--- config.mk ---
export PLATFORM = sky130hd
export DESIGN_NAME = update_ctrl
export DESIGN_NICKNAME = d
export VERILOG_FILES = /design/src/rtl/fractcam_pkg.sv /design/src/rtl/rule_decoder.sv /design/src/rtl/update_ctrl.sv
export SDC_FILE = /design/constraint.sdc
export NUM_CORES = 1
export LEC_CHECK = 0
export ABC_AREA = 1
export BUFFER_PORTS_ARGS = -buffer_cell sky130_fd_sc_hd__buf_2
export CORE_AREA = 2 2 74 55
export CTS_BUF_LIST = sky130_fd_sc_hd__clkbuf_8
export CTS_CLUSTER_SIZE = 28
export DETAILED_ROUTE_END_ITERATION = 10
export DIE_AREA = 0 0 76 57
export GPL_ROUTABILITY_DRIVEN = 0
export PLACE_DENSITY = 0.71
export SYNTH_ARGS = -nofsm -noshare
export SYNTH_HDL_FRONTEND = slang
export SYNTH_SLANG_ARGS = --single-unit
--- constraint.sdc ---
create_clock -name wclk -period 1.55 [get_ports wclk]
set_input_delay 0.31 -clock wclk [delete_from_list [all_inputs] [get_ports wclk]]
set_output_delay 0.31 -clock wclk [all_outputs]
set_load 0.03 [all_outputs]
--- src/rtl/fractcam_pkg.sv ---
// Shared definitions for the fractured SRL-based CAM.
// Holds the key/rule geometry, the update-FSM state encoding and the request
// op encodings used by the update sequencer and the match-path masking.
package fractcam_pkg;

    localparam int KEY_W     = 5;
    localparam int RULE_W    = 3;
    localparam int NUM_RULE  = 2 ** RULE_W;
    localparam int SRL_DEPTH = 2 ** KEY_W;

    typedef enum logic {
        IDLE  = 1'b0,
        SHIFT = 1'b1
    } state_t;

    localparam logic OP_WRITE = 1'b0;
    localparam logic OP_INV   = 1'b1;

endpackage

--- src/rtl/rule_decoder.sv ---
// One-hot decoder from a rule id to a per-column select vector.
// Ports:
//   i_en      - when low the output is all zeros
//   i_sel     - rule id (RULE_W bits)
//   o_onehot  - NUM_RULE-bit one-hot of i_sel, gated by i_en
module rule_decoder #(
    parameter int RULE_W   = fractcam_pkg::RULE_W,
    parameter int NUM_RULE = fractcam_pkg::NUM_RULE
) (
    input  logic                i_en,
    input  logic [RULE_W-1:0]   i_sel,
    output logic [NUM_RULE-1:0] o_onehot
);

    always_comb begin
        o_onehot = '0;
        if (i_en) begin
            o_onehot[i_sel] = 1'b1;
        end
    end

endmodule

--- src/rtl/update_ctrl.sv ---
// Update-path sequencer for the fractured SRL-based CAM.
// Accepts one write/invalidate request at a time. A write shifts 2**KEY_W
// match bits into the selected SRL column (count runs from top address down
// to 0), then marks the column valid. An invalidate clears the column's valid
// bit immediately. Between updates the lookup key is passed to the compare
// stage.
// Ports:
//   wclk, rst                 - clock, synchronous active-high reset
//   req_valid/req_ready       - request handshake (ready only when idle)
//   req_op/req_key/req_rule   - request op (0 write, 1 invalidate), key, column
//   lkp_key                   - search key, forwarded to sk while idle
//   sk                        - key to the compare stage
//   count                     - SRL address / shift index
//   srl_ce                    - one-hot SRL column enable
//   wr, busy                  - shifting in progress
//   done                      - one-cycle completion pulse
//   rule_valid                - per-column valid bitmap
module update_ctrl #(
    parameter int KEY_W    = fractcam_pkg::KEY_W,
    parameter int RULE_W   = fractcam_pkg::RULE_W,
    parameter int NUM_RULE = fractcam_pkg::NUM_RULE
) (
    input  logic                wclk,
    input  logic                rst,
    input  logic                req_valid,
    output logic                req_ready,
    input  logic                req_op,
    input  logic [KEY_W-1:0]    req_key,
    input  logic [RULE_W-1:0]   req_rule,
    input  logic [KEY_W-1:0]    lkp_key,
    output logic [KEY_W-1:0]    sk,
    output logic [KEY_W-1:0]    count,
    output logic [NUM_RULE-1:0] srl_ce,
    output logic                wr,
    output logic                busy,
    output logic                done,
    output logic [NUM_RULE-1:0] rule_valid
);

    localparam logic [KEY_W-1:0] CNT_MAX = KEY_W'(2 ** KEY_W - 1);

    fractcam_pkg::state_t r_state;
    logic [KEY_W-1:0]     r_count;
    logic [KEY_W-1:0]     r_sk;
    logic [NUM_RULE-1:0]  r_srl_ce;
    logic                 r_wr;
    logic                 r_busy;
    logic                 r_done;
    logic [NUM_RULE-1:0]  r_rule_valid;

    logic                 w_idle;
    logic                 w_accept;
    logic                 w_wr_acc;
    logic                 w_inv_acc;
    logic [NUM_RULE-1:0]  w_req_onehot;

    assign w_idle    = (r_state == fractcam_pkg::IDLE);
    assign w_accept  = req_valid && w_idle;
    assign w_wr_acc  = w_accept && (req_op == fractcam_pkg::OP_WRITE);
    assign w_inv_acc = w_accept && (req_op == fractcam_pkg::OP_INV);

    rule_decoder #(
        .RULE_W   (RULE_W),
        .NUM_RULE (NUM_RULE)
    ) u_rule_decoder (
        .i_en     (w_accept),
        .i_sel    (req_rule),
        .o_onehot (w_req_onehot)
    );

    always_ff @(posedge wclk) begin
        if (rst) begin
            r_state      <= fractcam_pkg::IDLE;
            r_count      <= '0;
            r_srl_ce     <= '0;
            r_wr         <= 1'b0;
            r_busy       <= 1'b0;
            r_done       <= 1'b0;
            r_rule_valid <= '0;
        end else begin
            r_done <= 1'b0;
            case (r_state)
                fractcam_pkg::IDLE: begin
                    if (w_wr_acc) begin
                        // Valid drops for the whole shift so a partially
                        // rewritten column is never reported as a match.
                        r_state      <= fractcam_pkg::SHIFT;
                        r_count      <= CNT_MAX;
                        r_srl_ce     <= w_req_onehot;
                        r_wr         <= 1'b1;
                        r_busy       <= 1'b1;
                        r_rule_valid <= r_rule_valid & ~w_req_onehot;
                    end else if (w_inv_acc) begin
                        r_rule_valid <= r_rule_valid & ~w_req_onehot;
                        r_done       <= 1'b1;
                    end
                end
                fractcam_pkg::SHIFT: begin
                    if (r_count == '0) begin
                        // srl_ce still holds the one-hot of the target column.
                        r_state      <= fractcam_pkg::IDLE;
                        r_srl_ce     <= '0;
                        r_wr         <= 1'b0;
                        r_busy       <= 1'b0;
                        r_done       <= 1'b1;
                        r_rule_valid <= r_rule_valid | r_srl_ce;
                    end else begin
                        r_count <= r_count - KEY_W'(1);
                    end
                end
                default: begin
                    r_state <= fractcam_pkg::IDLE;
                end
            endcase
        end
    end

    // Write key capture; data only, so it carries no reset.
    always_ff @(posedge wclk) begin
        if (w_wr_acc) begin
            r_sk <= req_key;
        end
    end

    assign req_ready  = w_idle;
    assign sk         = w_idle ? lkp_key : r_sk;
    assign count      = r_count;
    assign srl_ce     = r_srl_ce;
    assign wr         = r_wr;
    assign busy       = r_busy;
    assign done       = r_done;
    assign rule_valid = r_rule_valid;

endmodule

==> metrics.md <==
| Metric | Value |
|---|---|
| Syn-to-layout area delta | `27.6%` |
| Initial Utilization | `0.375` |
| Synthesized Nets | `191` |
| GRT Total Usage | `0.144` |
| FF-to-FF setup slack | `0.18 ns` |
| Cell area after synthesis | `1380 um^2` |
| Vias in the first global route | `1143` |
| Worst IR drop on VDD | `0.436 mV` |
| Ports | `47` |
| DR pass1 iterations | `4` |
| IO buf count | `46` |
| RSZ-0062 raised after global routing | `false` |
| Final Max Slew Viols | `0` |
| Pwr Density | `1080 nW/um^2` |
| Synth area leader | `dfxtp_1` |
| Synth unique cells | `27` |
| Clock slew at reported path FFs | `0.06 ns` |
| Register area share after synthesis | `0.457` |
| Core Area | `3680 um^2` |
| Hold Path Stages | `1` |
| Max Cap Viol | `0` |
| Final TNS setup | `0 ns` |
| Critical Path Sink Type | `primary output` |
| Iter 0 DRT Violations | `46` |
| Internal power | `1.31 mW` |
| Layout cells sized above 1 | `0.347` |
| CTS Hold Bufs | `0` |
| Nets | `242` |
| Full die area | `4330 um^2` |
| Remaining antenna violation count | `0` |
| R2R depth | `7` |
| Worst Path Required | `1.24 ns` |
| Die W | `76 um` |
| Hold Crit Class | `input pin to register` |
| Fraction of registers with async set/reset | `0` |
| WHS Endpoint | `r_sk[1]` |
| Diode count | `0` |
| CTS Root Cell | `clkbuf_8` |
| Total power | `1.90 mW` |
| Crit-path max cell delay | `0.40 ns` |
| Via-to-Cell Ratio | `4.47` |
| TritonCTS clock tree | `done` |
| Antenna violations before repair | `0` |
| Slew headroom | `0.831` |
| Min Clock Period, post-route | `1.45 ns` |
| Leak pwr | `0.843 nW` |
| Clk_skew | `0.00670 ns` |
| Yosys warnings | `0` |
| Status | `finished, final reports clean` |
| Sw Share | `0.314` |
| Worst-Margin Slew | `0.253 ns` |
| H-tree levels | `2` |
| Syn avg cell area | `7.98 um^2` |
| Final period util | `0.938` |
| Worst-Skew Late Latency | `0.28 ns` |
| FF-to-FF Start | `count[0]` |
| Fmax achieved | `687 MHz` |
| Remaining Overflow, GRT | `0` |
| CP Class | `register to primary output` |
| Endpoints failing hold | `0` |
| DP HPWL | `2320 um` |
| RR Endpoint | `count[2]` |
| Number of buffers created by CTS | `5` |
| Rows | `19` |
| Ys flop type | `dfxtp_1` |
| Critical path, cell by cell | `buf_4 -> nand2_1 -> nand2_1 -> buf_2` |
| Die height | `57 um` |
| Critical-path top delay cell | `dfxtp_2` |
| Synthesized instance count | `173` |
| Largest cells by area after synthesis | `dfxtp_1, nand2_1, edfxtp_1` |
| NetSw | `0.597 mW` |
| Final wirelength | `2990 um` |
| Synth Register Bits | `29` |
| Largest net degree at the start of global routing | `15` |
| Number of fill cells in the layout | `377` |
| Top cell type's share of synthesized area | `0.348` |
| Post-synth EDFFs | `5` |
| Hold path start | `req_key[1]` |
| Sink Count | `29` |
| Final setup violation count | `0` |
| Clock share of power | `0.319` |
| Max clock buf depth | `2` |
| Global-route wire length before repair | `4990 um` |
| Share of total power in sequential cells | `0.448` |
| Via count | `1239` |
| Comb power frac | `0.233` |
| WL/cell | `10.8 um` |
| Drt drc | `0` |
| Top-count cell post-synth | `nand2_1` |
| Crit path max fanout | `9` |
| Top cells by instance count after synthesis | `nand2_1, dfxtp_1, nor2_1, inv_1, nand3_1` |
| Most frequent CP cell | `nand2_1` |
| Critical path data arrival time | `1.14 ns` |
| Startpoint type of the worst setup path | `register` |
## state kept, by name, indices dropped and copies added (netlist names)
name and flops:
busy 1, count 5, done 1, r_sk 5
r_state 1, rule_valid 8, srl_ce 8
## power by group through the flow
stage / registers (mW) / clock network (mW) / logic [mW]
after floorplan: 0.935 / 0 / 0.257
after global placement: 0.868 / 0 / 0.433
after detailed placement: 0.869 / 0 / 0.439
after CTS: 0.853 / 0.624 / 0.441
after global routing: 0.860 / 0.664 / 0.484
final: 0.852 / 0.607 / 0.444
## critical path, delay by kind of cell, from the launching register on
family	cells	cell delay, ns
buf+inv	2	0.36
simple gates	2	0.11
flops	1	0.40
## layout by cell type, fill, tap and decap left out, drive strengths merged
cell type and count:
nand2 51, buf 50, nor2 27, dfxtp 24
inv 16, o21ai 14, a21oi 13, nand3 11
clkbuf 6, edfxtp 5, and2 4, nand4 1
o21bai 1, or2 1, ha 1
## worst max path at each step
stage	from	to	slack, ns	cells past startpoint
after floorplan	count[0]	srl_ce[6]	0.04	7
after global placement	count[0]	count[1]	0.19	7
after detailed placement	count[0]	count[1]	0.09	7
after CTS	count[0]	count[1]	0.07	7
after global routing	r_state	sk[4]	0.03	4
final	r_state	sk[2]	0.1	4
## cells by family (layout without fill, tap and decap cells)
| group | count (synthesis) | count (layout) | synth area share |
|---|---|---|---|
| compound gates | 28 | 28 | 0.125 |
| fa+ha+maj | 1 | 1 | 0.00906 |
| simple gates | 95 | 95 | 0.326 |
| buf+inv | 20 | 72 | 0.0833 |
| flops | 29 | 29 | 0.457 |
## per-stage QoR
stage                     worst slack, ns  hold slack (ns)   util  std cells  cell area, um^2
after global placement              0.190            0.455  0.452        269             1670
after detailed placement           0.0880            0.458  0.452        269             1670
after global routing               0.0296            0.192  0.478        277             1760
after CTS                          0.0733            0.199  0.477        277             1760
after floorplan                    0.0406            0.409      -        173             1380
final                              0.0954            0.205  0.478        277             1760
## layer usage
| metal | global-route usage | vias up | share of wire |
|---|---|---|---|
| li1 | - | 654 | - |
| met1 | 0.199 | 548 | 0.51 |
| met2 | 0.213 | 32 | 0.42 |
| met3 | 0.0396 | 5 | 0.053 |
| met4 | 0.0623 | 0 | 0.013 |
| met5 | 0 | - | 0 |
## repair_timing
action | CTS | global route
resized for setup | 1 | 2
buffers inserted | 0 | 0
cloned | 0 | 0
endpoints found under the setup margin | 5 | 5
endpoints found under the hold margin | 0 | 0
## layout make-up
cell class / instances / area (um^2) / share of cell area
well taps: 52 / 65.1 / 0.0369
clock inverters: 2 / 7.51 / 0.00426
clock buffers: 6 / 82.6 / 0.0468
inverters: 14 / 62.6 / 0.0355
multi-input cells: 124 / 641 / 0.363
flip-flops and latches: 29 / 632 / 0.358
repair buffers: 50 / 273 / 0.155
Power figures use the tool's default switching activity.
